### src/rtl/ifu_fetch.sv
// Instruction fetch stage: owns the fetch PC, issues single-outstanding imem requests,
// queues returned words and presents {inst, inst_pc} to the core over valid/ready.
module ifu_fetch #(
   parameter int               XLEN     = 64,
   parameter logic [XLEN-1:0]  RESET_PC = XLEN'(64'h8000_0000),
   parameter int               QDEPTH   = 2
) (
   input  logic              clk,
   input  logic              rst,
   output logic              imem_req_valid,
   input  logic              imem_req_ready,
   output logic [XLEN-1:0]   imem_req_addr,
   input  logic              imem_resp_valid,
   input  logic [31:0]       imem_resp_data,
   input  logic              redirect_valid,
   input  logic [XLEN-1:0]   redirect_pc,
   output logic              inst_valid,
   input  logic              inst_ready,
   output logic [31:0]       inst,
   output logic [XLEN-1:0]   inst_pc
);

   // state  | meaning
   // S_REQ  | may issue a request (when the queue has a free slot)
   // S_WAIT | one request outstanding, its response will be queued
   // S_DROP | one request outstanding, its response is stale and discarded
   typedef enum logic [1:0] {
      S_REQ  = 2'd0,
      S_WAIT = 2'd1,
      S_DROP = 2'd2
   } state_t;

   localparam int            PW    = (QDEPTH > 1) ? $clog2(QDEPTH) : 1;
   localparam int            CW    = PW + 1;
   localparam logic [CW-1:0] QFULL = CW'(QDEPTH);

   state_t            state_q,     state_d;
   logic [XLEN-1:0]   pc_q,        pc_d;
   logic [XLEN-1:0]   req_pc_q,    req_pc_d;
   logic              req_valid_q, req_valid_d;
   logic [31:0]       q_inst_q [QDEPTH];
   logic [31:0]       q_inst_d [QDEPTH];
   logic [XLEN-1:0]   q_pc_q   [QDEPTH];
   logic [XLEN-1:0]   q_pc_d   [QDEPTH];
   logic [PW-1:0]     rd_ptr_q,    rd_ptr_d;
   logic [PW-1:0]     wr_ptr_q,    wr_ptr_d;
   logic [CW-1:0]     count_q,     count_d;

   logic              req_hs;
   logic              push;
   logic              pop;
   logic              unused_redirect_lsb;

   assign unused_redirect_lsb = ^redirect_pc[1:0];

   assign req_hs = req_valid_q && imem_req_ready && (state_q == S_REQ);
   assign pop    = (count_q != '0) && inst_ready;

   always_comb begin
      state_d  = state_q;
      pc_d     = pc_q;
      req_pc_d = req_pc_q;
      push     = 1'b0;

      case (state_q)
         S_REQ: begin
            if (req_hs) begin
               req_pc_d = pc_q;
               pc_d     = pc_q + XLEN'(4);
               state_d  = S_WAIT;
            end
         end
         S_WAIT: begin
            if (imem_resp_valid) begin
               push    = 1'b1;
               state_d = S_REQ;
            end
         end
         S_DROP: begin
            if (imem_resp_valid) begin
               state_d = S_REQ;
            end
         end
         default: state_d = S_REQ;
      endcase

      // A redirect outranks everything; a request accepted this cycle becomes stale
      if (redirect_valid) begin
         pc_d = {redirect_pc[XLEN-1:2], 2'b00};
         push = 1'b0;
         case (state_q)
            S_REQ:   state_d = req_hs ? S_DROP : S_REQ;
            S_WAIT:  state_d = imem_resp_valid ? S_REQ : S_DROP;
            S_DROP:  state_d = imem_resp_valid ? S_REQ : S_DROP;
            default: state_d = S_REQ;
         endcase
      end
   end

   always_comb begin
      q_inst_d = q_inst_q;
      q_pc_d   = q_pc_q;
      rd_ptr_d = rd_ptr_q;
      wr_ptr_d = wr_ptr_q;
      count_d  = count_q;

      if (push) begin
         q_inst_d[wr_ptr_q] = imem_resp_data;
         q_pc_d[wr_ptr_q]   = req_pc_q;
         wr_ptr_d           = wr_ptr_q + 1'b1;
      end
      if (pop) begin
         rd_ptr_d = rd_ptr_q + 1'b1;
      end
      count_d = count_q + CW'(push) - CW'(pop);

      // The head popped in a redirect cycle is delivered; everything behind it is flushed
      if (redirect_valid) begin
         rd_ptr_d = '0;
         wr_ptr_d = '0;
         count_d  = '0;
      end
   end

   // Credit check on the next-cycle count keeps a slot free for the outstanding response
   always_comb begin
      req_valid_d = (state_d == S_REQ) && (count_d < QFULL);
   end

   always_ff @(posedge clk or posedge rst) begin
      if (rst) begin
         state_q     <= S_REQ;
         pc_q        <= RESET_PC;
         req_pc_q    <= RESET_PC;
         req_valid_q <= 1'b0;
         rd_ptr_q    <= '0;
         wr_ptr_q    <= '0;
         count_q     <= '0;
         for (int i = 0; i < QDEPTH; i++) begin
            q_inst_q[i] <= '0;
            q_pc_q[i]   <= '0;
         end
      end else begin
         state_q     <= state_d;
         pc_q        <= pc_d;
         req_pc_q    <= req_pc_d;
         req_valid_q <= req_valid_d;
         rd_ptr_q    <= rd_ptr_d;
         wr_ptr_q    <= wr_ptr_d;
         count_q     <= count_d;
         q_inst_q    <= q_inst_d;
         q_pc_q      <= q_pc_d;
      end
   end

   assign imem_req_valid = req_valid_q;
   assign imem_req_addr  = pc_q;
   assign inst_valid     = (count_q != '0);
   assign inst           = inst_valid ? q_inst_q[rd_ptr_q] : 32'h0;
   assign inst_pc        = inst_valid ? q_pc_q[rd_ptr_q]   : '0;

endmodule
### config.mk
export PLATFORM = sky130hd
export DESIGN_NAME = ifu_fetch
export DESIGN_NICKNAME = d
export VERILOG_FILES = /design/src/rtl/ifu_fetch.sv
export SDC_FILE = /design/constraint.sdc
export NUM_CORES = 1
export LEC_CHECK = 0
export ABC_CLOCK_PERIOD_IN_PS = 24000
export CORE_ASPECT_RATIO = 0.8
export CORE_MARGIN = 2
export CORE_UTILIZATION = 25
export DETAILED_ROUTE_END_ITERATION = 10
export PLACE_DENSITY_LB_ADDON = 0.2
export SLEW_MARGIN = 20
export SYNTH_ARGS = -nofsm -noshare
export SYNTH_HDL_FRONTEND = slang
export SYNTH_SLANG_ARGS = --single-unit
### constraint.sdc
create_clock -name clk -period 24 [get_ports clk]
set_clock_uncertainty 0.05 [all_clocks]
set_input_delay 2.4 -clock clk [delete_from_list [all_inputs] [get_ports clk]]
set_output_delay 2.4 -clock clk [all_outputs]
set_load 0.02 [all_outputs]
# Word level (Yosys, flattened, before mapping)
# Cells that the tools add are included.
totals:
  out_inout_bits: 162
  inputBits: 102
  register_bits: 327
  elab_cells: 71
op_classes:
  n_mux: 32
  reduce_logical: 15
  bitwise_logic: 2
  eq_ne: 2
  add_sub_neg: 5
  order_cmp: 4
op_table:
  columns: ["operator", "count"]
  rows:
  - ["64-bit two-way mux", 8]
  - ["32-bit two-way mux", 5]
  - ["128-bit bitwise mux", 1]
  - ["64-bit by 3-bit adder with 64-bit output (second input constant)", 1]
  - ["64-bit bitwise mux", 1]
  - ["64-bit demux with 1-bit select", 1]
  - ["32-bit demux with 1-bit select", 1]
  - ["2-bit two-way mux", 6]
  - ["2-bit nonzero test", 5]
  - ["2-bit case mux with 2 select lines", 2]
  - ["1-bit two-way mux", 7]
  - ["1-bit logical AND", 5]
  - ["2-bit greater-or-equal comparator (second input constant)", 2]
  - ["2-bit zero test", 2]
  - ["1-bit inverter with 2-bit output", 2]
  - ["2-bit AND reduction", 2]
  - ["1-bit adder (second input constant)", 2]
  - ["2-bit by 1-bit adder with 2-bit output", 1]
  - ["2-bit by 1-bit equality test with 1-bit output (second input constant)", 1]
  - ["2-bit equality test (second input constant)", 1]
  - ["2-bit by 1-bit less-than comparator with 1-bit output (second input constant)", 1]
  - ["2-bit less-than comparator (second input constant)", 1]
  - ["2-bit OR reduction", 1]
  - ["2-bit by 1-bit subtractor with 2-bit output", 1]

# Longest topological paths before layout
# Gate-level depths: netlist of run 1.
depth:
  word_depth: 8
  mapped_depth: 10
  ltp_nobuf: 10

# Least setup slack after synthesis of run 1
# Ideal clock, no wire load.
synth_path:
  kind: "register -> output"
  start: "register rd_ptr_q"
  end: "output port inst_pc[24]"
  t_arrival_ps: 1743
  path_stages_with_launch: 6
  path_slack_ps: 19807
  path_buffers: 3
  required_ps: 21550
  path_cell_list: "dfrtp_1 -> clkbuf_1 -> buf_1 -> buf_1 -> mux2i_1 -> nor2_1"
synth_between:
  elab_chain_cells: 5
synth_lines:
  columns: ["element", "line", "source"]
  rows:
  - ["start: declaration", "45", "logic [PW-1:0] rd_ptr_q, rd_ptr_d;"]
  - ["start signal: assignment", "148", "rd_ptr_q <= rd_ptr_d;"]
  - ["1-bit inverter with 2-bit output (not written as such)", "160", "assign inst_pc = inst_valid ? q_pc_q[rd_ptr_q] : '0;"]
  - ["64-bit two-way mux (not written as such) (3 in series)", "160", null]
  - ["64-bit two-way mux", "160", null]
  - ["end: declaration", "20", "output logic [XLEN-1:0] inst_pc"]
# No other way between the ends. The select of a mux whose other input is x is not followed.

# Worst setup path after layout of run 1
layout_path:
  start: "register rd_ptr_q"
  end: "output port inst_pc[25]"
# Same word-level chain as after synthesis.

==> impl_metrics.env, run 1 <==
export IMPL_status="finished clean"
export IMPL_route_vias_total=10400
export IMPL_min_to="req_pc_q[18]"
export IMPL_synthXorXnorAreaFrac=0.0240
export IMPL_path_max_fanout=39
export IMPL_grt_use_total=0.145
export IMPL_grt_max_degree=123
export IMPL_design_die_area_mm2=0.0604
export IMPL_seqPwrFrac=0.393
export IMPL_r2r_start="state_q[0]"
export IMPL_yosys_warnings=0
export IMPL_syn_inst=1205
export IMPL_place_detailed_hpwl_mm=28.6
export IMPL_use_met1=0.200
export IMPL_antenna_found_initial=2
export IMPL_p_leak_nw=7.96
export IMPL_wl_mm=43.4
export IMPL_drv_cap=0
export IMPL_cts_resized=0
export IMPL_cts_num_sinks=319
export IMPL_setup_tns_final_ns=0
export IMPL_syn_cell_area_mm2=0.0146
export IMPL_chipHeight_um=220
export IMPL_gr_usage_met2=0.224
export IMPL_r2r_end="imem_req_addr[55]"
export IMPL_max_freq_mhz=177
export IMPL_swShare=0.338
export IMPL_min_period_ns=5.64
export IMPL_finalHoldViolCount=0
export IMPL_gp_congestion=0.765
export IMPL_grt_pass1_vias=10900
export IMPL_power_density_mw_per_mm2=108
export IMPL_synthSimpleGateAreaFrac=0.109
export IMPL_final_layout_size_suffix_gt1_frac=0.233
export IMPL_p_int_mw=1.37
export IMPL_finalNetCount=1560
export IMPL_peakVddDrop_uv=65.1
export IMPL_utilization=0.333
export IMPL_synth_fa_ha_area_frac=0.00514
export IMPL_comb_power_share=0.330
export IMPL_use_met3=0.0430
export IMPL_grt_setup_unrepaired="false"
export IMPL_min_from="req_pc_q[18]"
export IMPL_instances_no_fill=2253
export IMPL_yosysSeqAreaShare=0.547
export IMPL_overflow=0
export IMPL_cpPeakStageDelay_ns=0.78
export IMPL_cts_max_path_buffers=3
export IMPL_initial_core_util=0.252
export IMPL_p_switching_mw=0.701
export IMPL_ant_nets=0
export IMPL_slew_viol_final=0
export IMPL_avgRoutedWirePerCell_um=19.3
export IMPL_syn_to_final_growth_pct=32.1
export IMPL_avgSynthCellArea_um2=12.1
export IMPL_cts_root_buffer="clkbuf_16"
export IMPL_ys_seq_elements=319
export IMPL_max_slew_margin=0.302
export IMPL_critPathArrivalTime_ns=3.19
export IMPL_path_class="register to output pin"
export IMPL_busiest_layer="met2"
export IMPL_holdBufCountCts=0
export IMPL_path_clk_slew_ns=0.06
export IMPL_cts_setup_buffers=0
export IMPL_crit_slowest_cell="dfrtp_4"
export IMPL_grt_pass1_wl_mm=67.0
export IMPL_synth_top_family_by_area="multiplexers"
export IMPL_htree_num_levels=2
export IMPL_critPathLaunchType="register"
export IMPL_num_rows=79
export IMPL_cts_made_buffers=39
export IMPL_clkLatencyLatePin_ns=0.56
export IMPL_crit_chain="buf_4, mux2i_1, nor2_1, clkdlybuf4s50_1"
export IMPL_power_mw=2.08
export IMPL_dp_cells=2180
export IMPL_drt_iter0_markers=488
export IMPL_dr_pass1_iters=4
export IMPL_tightest_slew_ns=1.05
export IMPL_routed_via_density=4.63
export IMPL_p_clk_frac=0.277
export IMPL_coreArea_mm2=0.0579
export IMPL_setup_viol=0
export IMPL_r2r_slack_ns=20.45
export IMPL_portBuffers=257
export IMPL_num_io_pins=264
export IMPL_fill_cells=5810
export IMPL_cts_tree="built"
export IMPL_rr_worst_depth=7
export IMPL_fin_crit_sh=0.235
export IMPL_synth_mux_area_frac=0.258
export IMPL_synth_compound_area_frac=0.0355
export IMPL_worstPathRequired_ns=21.55
export IMPL_synth_distinct_cells=40
export IMPL_hold_depth=2
export IMPL_min_path_type="register to register"
export IMPL_drc_errors=0
export IMPL_die_w_um=274
export IMPL_end_kind="output pin"
## synthesized netlist by cell type
cell type,count,area share
nor4_2,2,0.0017
a211o_1,1,0.00060
clkbuf_1,48,0.012
o31ai_1,13,0.0067
a31oi_1,19,0.0081
nand2_1,67,0.017
dfstp_2,2,0.0036
and2_1,3,0.0013
nor4_4,2,0.0029
a22oi_1,2,0.0010
nand4_1,28,0.012
nand4_2,1,0.00086
a221o_1,2,0.0014
ha_1,6,0.0051
nor3_2,1,0.00069
buf_1,16,0.0041
and4_1,7,0.0042
o211ai_1,2,0.0010
buf_2,2,0.00069
xnor2_1,14,0.0084
nand3_2,1,0.00069
dfrtp_1,317,0.54
conb_1,1,0.00026
mux2i_1,96,0.066
nor3_1,10,0.0034
nor4bb_1,1,0.00069
and3_1,7,0.0030
nor4_1,4,0.0017
buf_4,4,0.0021
a211oi_1,1,0.00051
or4_1,16,0.0082
nor2_1,130,0.033
inv_1,11,0.0028
o21ai_0,45,0.015
nand3_1,34,0.012
xor2_1,26,0.016
or3_1,7,0.0030
nor2b_1,5,0.0021
a21oi_1,2,0.00069
mux2_2,249,0.19
## layout make-up
cell class,instances,area (um^2),area share
sequential,319,7990,0.414
antenna,3,7.51,0.000389
multi-input combinational,808,6340,0.329
timing repair buffer,273,2690,0.140
clock inverter,18,135,0.00701
clock buffer,52,1120,0.0579
inverter,11,48.8,0.00253
tap,769,962,0.0499
## worst max-delay path by stage
stage                   startpoint                end  depth (start not counted)
floorplan                      rst         count_q[0]                          1
global placement    imem_req_ready  imem_req_addr[45]                          6
detailed placement  imem_req_ready  imem_req_addr[43]                          6
CTS                       rd_ptr_q        inst_pc[25]                          4
global route              rd_ptr_q        inst_pc[25]                          4
finish                    rd_ptr_q        inst_pc[25]                          4
## per-stage QoR
stage	hold slack (ns)	setup slack, ns	cell area (um^2)
after floorplan	0.412	12.73	14600
after CTS	0.454	18.25	19300
after detailed placement	0.441	18.24	18000
after global placement	0.436	18.29	18000
final	0.446	18.36	19300
after global routing	0.464	18.16	19300
## registers in the layout, summed over array words and instances, names as in the netlist
register,cells
count_q,2
imem_req_addr,62
imem_req_valid,1
q_inst_q,64
q_pc_q,124
rd_ptr_q,1
req_pc_q,62
state_q,2
wr_ptr_q,1
## power by group through the flow
stage               sequential, mW  clock [mW]  combinational (mW)
global route                 0.841       0.620               0.752
finish                       0.815       0.574               0.686
CTS                          0.817       0.596               0.704
global placement             0.818           0               0.694
floorplan                    0.793           0               0.442
detailed placement           0.827           0               0.702
## critical path: cells and delay by family (launching register included)
kind | cells | cell delay, ns
and+or+nand+nor | 1 | 0.22
buffers and inverters | 2 | 1.38
muxes | 1 | 0.18
DFF | 1 | 0.78
## cells in the final DEF, fill, tap and decap left out, types with 5 or more instances in the layout
master           count
a31oi_1             19
and3_1               7
and4_1               7
buf_4               15
clkbuf_1             5
clkbuf_16           40
clkbuf_8             7
clkdlybuf4s50_1    256
clkinv_2            13
dfrtp_1            316
ha_1                 6
inv_1                9
mux2_2             249
mux2i_1             96
nand2_1             67
nand3_1             33
nand4_1             28
nor2_1             128
nor2b_1              5
nor3_1              10
o21ai_0             45
o31ai_1             13
or3_1                7
or4_1               16
xnor2_1             14
xor2_1              26
## routing by layer
metal  up-vias  part of all wire
li1       4819                 -
met1      5303              0.47
met2       245              0.44
met3        52             0.075
met4         2             0.015
met5         -           0.00023
## cells by family after synthesis
family	Yosys count
AOI/OAI and AO/OA	87
xor gates and xnor gates	40
adders and majority gates	6
buffers and inverters	81
DFF	319
muxes	345
other	1
and+or+nand+nor	326
(Power assumes the default switching activity.)
==> run 2: changes to the inputs <==
--- a/config.mk
+++ b/config.mk
@@ -5,7 +5,7 @@
 export SDC_FILE = /design/constraint.sdc
 export NUM_CORES = 1
 export LEC_CHECK = 0
-export ABC_CLOCK_PERIOD_IN_PS = 24000
+export ABC_CLOCK_PERIOD_IN_PS = 5100
 export CORE_ASPECT_RATIO = 0.8
 export CORE_MARGIN = 2
 export CORE_UTILIZATION = 25
==> constraint.sdc (replaced) <==
create_clock -name clk -period 5.1 [get_ports clk]
set_clock_uncertainty 0.05 [all_clocks]
set_input_delay 0.51 -clock clk [delete_from_list [all_inputs] [get_ports clk]]
set_output_delay 0.51 -clock clk [all_outputs]
set_load 0.02 [all_outputs]
==> run 2 against run 1 <==
Register-to-register slack worse by 19 ns. Largest cell class unchanged. Critical endpoint is now inst_pc[30]. Largest power group unchanged. Die area stayed put. Final area is 1.1% higher. Critical path type unchanged. Highest routed layer unchanged. Power grew to 4.9 times the previous value. Clock-buffer cell count is 2 lower.
==> impl_metrics.env, run 2 (same netlist as run 1, synthesis figures left out) <==
export IMPL_ant_nets=0
export IMPL_routed_via_density=4.55
export IMPL_design_die_area_mm2=0.0604
export IMPL_num_io_pins=264
export IMPL_finalNetCount=1566
export IMPL_grt_pass1_vias=10700
export IMPL_portBuffers=257
export IMPL_route_vias_total=10300
export IMPL_peakVddDrop_uv=284
export IMPL_critPathTopFamily="buffers and inverters"
export IMPL_layout_commonest_cell="dfrtp_1"
export IMPL_min_path_type="input port to register"
export IMPL_grt_pass1_wl_mm=65.8
export IMPL_holdBufCountCts=0
export IMPL_die_w_um=274
export IMPL_drv_cap=0
export IMPL_finalHoldViolCount=0
export IMPL_gp_congestion=0.756
export IMPL_end_kind="output pin"
export IMPL_cpPeakStageDelay_ns=0.92
export IMPL_path_class="register to output pin"
export IMPL_max_slew_margin=0.326
export IMPL_critPathLaunchType="register"
export IMPL_overflow=0
export IMPL_cts_setup_buffers=0
export IMPL_final_layout_size_suffix_gt1_frac=0.236
export IMPL_grt_max_degree=132
export IMPL_cts_resized=0
export IMPL_cts_num_sinks=319
export IMPL_tightest_slew_ns=1.00
export IMPL_coreArea_mm2=0.0579
export IMPL_num_rows=79
export IMPL_top_register="q_pc_q"
export IMPL_syn_to_final_growth_pct=33.4
export IMPL_cts_root_buffer="clkbuf_16"
export IMPL_chipHeight_um=220
export IMPL_dp_cells=2186
export IMPL_crit_buf_inv=2
export IMPL_worst_slack_ns=1.46
export IMPL_path_clk_slew_ns=0.06
export IMPL_clkLatencyLatePin_ns=0.55
export IMPL_dr_pass1_iters=4
export IMPL_min_period_ns=3.64
export IMPL_crit_slowest_cell="dfrtp_4"
export IMPL_grt_setup_unrepaired="false"
export IMPL_drt_iter0_markers=428
export IMPL_stdcell_area_mm2=0.0195
export IMPL_fill_cells=5885
export IMPL_worstPathRequired_ns=4.54
export IMPL_slew_viol_final=0
export IMPL_p_leak_nw=8.05
export IMPL_cts_tree="built"
export IMPL_power_density_mw_per_mm2=518
export IMPL_grt_use_total=0.144
export IMPL_top_regs="q_pc_q (124), q_inst_q (64)"
export IMPL_htree_num_levels=2
export IMPL_instances_no_fill=2258
export IMPL_post_place_ws_ns=1.65
export IMPL_multi_input_comb_area_mm2=0.00634
export IMPL_place_detailed_hpwl_mm=29.1
export IMPL_largest_register_ffs=124
export IMPL_setup_viol=0
export IMPL_critPathArrivalTime_ns=3.08
export IMPL_drc_errors=0
export IMPL_dpl_cell_area_mm2=0.0181
export IMPL_crit_chain="buf_4, mux2i_1, nor2_1, clkdlybuf4s50_1"
export IMPL_status="finished clean"
export IMPL_setup_tns_final_ns=0
export IMPL_max_freq_mhz=275
export IMPL_mostFrequentLayoutCells="dfrtp_1, clkdlybuf4s50_1, mux2_2, nor2_1, mux2i_1"
export IMPL_avgRoutedWirePerCell_um=19.4
export IMPL_cts_made_buffers=39
export IMPL_seq_area_mm2=0.00799
export IMPL_cts_max_path_buffers=3
export IMPL_path_max_fanout=37
export IMPL_antenna_found_initial=4
export IMPL_utilization=0.337
export IMPL_fin_crit_sh=0.713
export IMPL_initial_core_util=0.252
export IMPL_wl_mm=43.7
run 2: changes by cell type in the layout (fill, tap and decap cells not counted), sizes merged:
cell,previous run,this run
buf,17,23
bufinv,1,7
clkbuf,52,50
clkinv,15,9
clkinvlp,2,3
diode,3,2
inv,11,12
run 2: worst paths after layout:
check | startpoint | endpoint | slack (ns) | cells past startpoint
worst max-delay path | rd_ptr_q | inst_pc[30] | 1.46 | 4
worst min-delay path | redirect_pc[31] | imem_req_addr[31] | 0.44 | 3
worst max register to register | imem_req_addr[4] | imem_req_addr[61] | 1.88 | 5
worst min register to register | q_pc_q[60] | q_pc_q[60] | 0.45 | 1
max in group asynchronous | rst | q_inst_q[3] | 3.71 | 3
min in group asynchronous | rst | q_pc_q[6] | 0.48 | 3
run 2: tightest hold or removal path, cell delays in order:
cell and delay (ns):
clkdlybuf4s50_1 0.40, nand2_1 0.06, o21ai_0 0.07
run 2: per-layer routing:
| metal | share of wire | global-route usage |
|---|---|---|
| met4 | 0.018 | 0.0353 |
| met3 | 0.059 | 0.0382 |
| met1 | 0.48 | 0.199 |
| met5 | 0.00053 | 0 |
| met2 | 0.44 | 0.223 |
run 2: layout make-up:
type | instances | share of cell area
antenna | 2 | 0.000257
clock buffer | 50 | 0.0553
clock inverter | 20 | 0.0150
inverter | 11 | 0.00231
multi-input combinational | 808 | 0.325
sequential | 319 | 0.410
tap | 769 | 0.0494
timing repair buffer | 279 | 0.143
run 2: where the power goes:
group	leakage [nW]	switching, mW	total, mW	internal, mW
registers	4.06	0.573	3.86	3.29
logic	3.32	1.64	3.27	1.63
clock network	0.674	1.11	2.96	1.85
total	8.05	3.32	10.1	6.77
run 2: per-stage QoR:
step           power (mW)  hold slack, ns
2_1_floorplan        5.81           0.412
3_3_place_gp         7.19           0.433
3_5_place_dp         7.27           0.443
4_1_cts              10.3           0.394
5_1_grt              10.7           0.449
6_report             10.1           0.442
==> run 3: changes to the inputs <==
--- a/config.mk
+++ b/config.mk
@@ -5,7 +5,7 @@
 export SDC_FILE = /design/constraint.sdc
 export NUM_CORES = 1
 export LEC_CHECK = 0
-export ABC_CLOCK_PERIOD_IN_PS = 5100
+export ABC_CLOCK_PERIOD_IN_PS = 3300
 export CORE_ASPECT_RATIO = 0.8
 export CORE_MARGIN = 2
 export CORE_UTILIZATION = 25
==> constraint.sdc (replaced) <==
create_clock -name clk -period 3.3 [get_ports clk]
set_clock_uncertainty 0.05 [all_clocks]
set_input_delay 0.33 -clock clk [delete_from_list [all_inputs] [get_ports clk]]
set_output_delay 0.33 -clock clk [all_outputs]
set_load 0.02 [all_outputs]
==> run 3 against run 2 <==
Flip-flop and latch count did not move. Power rose by 53%. Worst setup slack got worse by 1.2 ns. Via count rose by 2.0%. Worst hold slack got worse by 0.33 ns. Final area rose by 0.68%. Critical path type unchanged. Largest cell class unchanged.
==> impl_metrics.env, run 3 (same netlist as run 1, synthesis figures left out) <==
export IMPL_crit_slowest_cell="clkdlybuf4s50_1"
export IMPL_drv_cap=0
export IMPL_instances_no_fill=2273
export IMPL_path_clk_slew_ns=0.06
export IMPL_initial_core_util=0.252
export IMPL_gp_congestion=0.750
export IMPL_clkLatencyLatePin_ns=0.55
export IMPL_path_max_fanout=35
export IMPL_coreArea_mm2=0.0579
export IMPL_grt_setup_unrepaired="false"
export IMPL_dp_cells=2202
export IMPL_largest_register_ffs=124
export IMPL_min_path_type="input port to register"
export IMPL_portBuffers=257
export IMPL_drc_errors=0
export IMPL_layout_commonest_cell="dfrtp_1"
export IMPL_mostFrequentLayoutCells="dfrtp_1, clkdlybuf4s50_1, mux2_2, nor2_1, mux2i_1"
export IMPL_rr_worst_depth=6
export IMPL_critPathArrivalTime_ns=2.61
export IMPL_dr_pass1_iters=7
export IMPL_cts_tree="built"
export IMPL_r2r_end="imem_req_addr[61]"
export IMPL_r2r_start="imem_req_addr[4]"
export IMPL_num_rows=79
export IMPL_top_register="q_pc_q"
export IMPL_cts_root_buffer="clkbuf_16"
export IMPL_cts_setup_buffers=0
export IMPL_wl_mm=44.1
export IMPL_holdBufCountCts=0
export IMPL_crit_chain="buf_12, mux2i_1, nor2_1, clkdlybuf4s50_1"
export IMPL_grt_pass1_wl_mm=67.0
export IMPL_grt_use_total=0.146
export IMPL_htree_num_levels=2
export IMPL_fin_crit_sh=0.905
export IMPL_seq_area_mm2=0.00799
export IMPL_final_layout_size_suffix_gt1_frac=0.241
export IMPL_path_class="register to output pin"
export IMPL_grt_pass1_vias=10700
export IMPL_p_leak_nw=8.13
export IMPL_route_vias_total=10500
export IMPL_syn_to_final_growth_pct=34.3
export IMPL_fill_cells=5864
export IMPL_cts_resized=0
export IMPL_cts_made_buffers=39
export IMPL_cts_max_path_buffers=3
export IMPL_finalNetCount=1582
export IMPL_setup_viol=0
export IMPL_crit_buf_inv=2
export IMPL_utilization=0.339
export IMPL_design_die_area_mm2=0.0604
export IMPL_max_slew_margin=0.420
export IMPL_status="finished clean"
export IMPL_antenna_found_initial=6
export IMPL_peakVddDrop_uv=495
export IMPL_min_to="state_q[1]"
export IMPL_min_period_ns=2.99
export IMPL_finalHoldViolCount=0
export IMPL_chipHeight_um=220
export IMPL_slew_viol_final=0
export IMPL_ant_nets=0
export IMPL_cpPeakStageDelay_ns=0.70
export IMPL_tightest_slew_ns=0.870
export IMPL_critPathTopFamily="buffers and inverters"
export IMPL_worst_hold_slack_ns=0.115
export IMPL_routed_via_density=4.61
export IMPL_min_from="redirect_valid"
export IMPL_place_detailed_hpwl_mm=29.3
export IMPL_multi_input_comb_area_mm2=0.00634
export IMPL_max_freq_mhz=335
export IMPL_worstPathRequired_ns=2.92
export IMPL_overflow=0
export IMPL_power_density_mw_per_mm2=786
export IMPL_top_regs="q_pc_q (124), q_inst_q (64)"
export IMPL_hold_depth=3
export IMPL_die_w_um=274
export IMPL_end_kind="output pin"
export IMPL_num_io_pins=264
export IMPL_grt_max_degree=88
export IMPL_avgRoutedWirePerCell_um=19.4
export IMPL_critPathLaunchType="register"
export IMPL_cts_num_sinks=319
export IMPL_r2r_slack_ns=0.54
export IMPL_drt_iter0_markers=428
-- run 3: area by class of cell --
cell class,count,share of cell area
well taps,769,0.0490
clock buffers,57,0.0584
clock inverters,13,0.00765
diodes,1,0.000128
repair buffers,295,0.152
inverters,11,0.00230
flip-flops and latches,319,0.407
multi-input cells,808,0.323
-- run 3: per-layer routing --
| layer | track usage | part of all wire | routed length, um | up-vias |
|---|---|---|---|---|
| li1 | - | - | - | 4838 |
| met1 | 0.201 | 0.47 | 20700 | 5324 |
| met2 | 0.225 | 0.44 | 19500 | 238 |
| met3 | 0.0404 | 0.065 | 2860 | 69 |
| met4 | 0.0411 | 0.020 | 898 | 8 |
| met5 | 0 | 0.0012 | 54 | - |
-- run 3: worst max-delay path by stage --
stage	slack [ns]	startpoint	depth (start not counted)	to
2_1_floorplan	-1.33	rst	1	count_q[0]
3_3_place_gp	0.54	imem_req_addr[4]	6	imem_req_addr[61]
3_5_place_dp	0.53	imem_req_ready	6	imem_req_addr[61]
4_1_cts	0.21	rd_ptr_q	4	inst_pc[63]
5_1_grt	0.17	rd_ptr_q	4	inst_pc[63]
6_report	0.31	rd_ptr_q	4	inst_pc[63]
-- run 3: through the flow --
step | worst slack [ns] | TNS [ns] | cell area (um^2) | power, mW
2_1_floorplan | -1.33 | -422.35 | 14600 | 8.98
3_3_place_gp | 0.542 | 0 | 18300 | 11.1
3_5_place_dp | 0.531 | 0 | 18300 | 11.3
4_1_cts | 0.212 | 0 | 19600 | 15.8
5_1_grt | 0.169 | 0 | 19600 | 16.4
6_report | 0.314 | 0 | 19600 | 15.4
-- run 3: worst min-delay path: stages --
cell	delay, ns
buf_2	0.11
clkinv_1	0.11
a211oi_1	0.11
-- run 3: power breakdown --
part / switching [mW] / internal, mW
Clock: 1.71 / 2.65
Combinational: 2.60 / 2.54
Sequential: 0.822 / 5.09
Total: 5.14 / 10.3
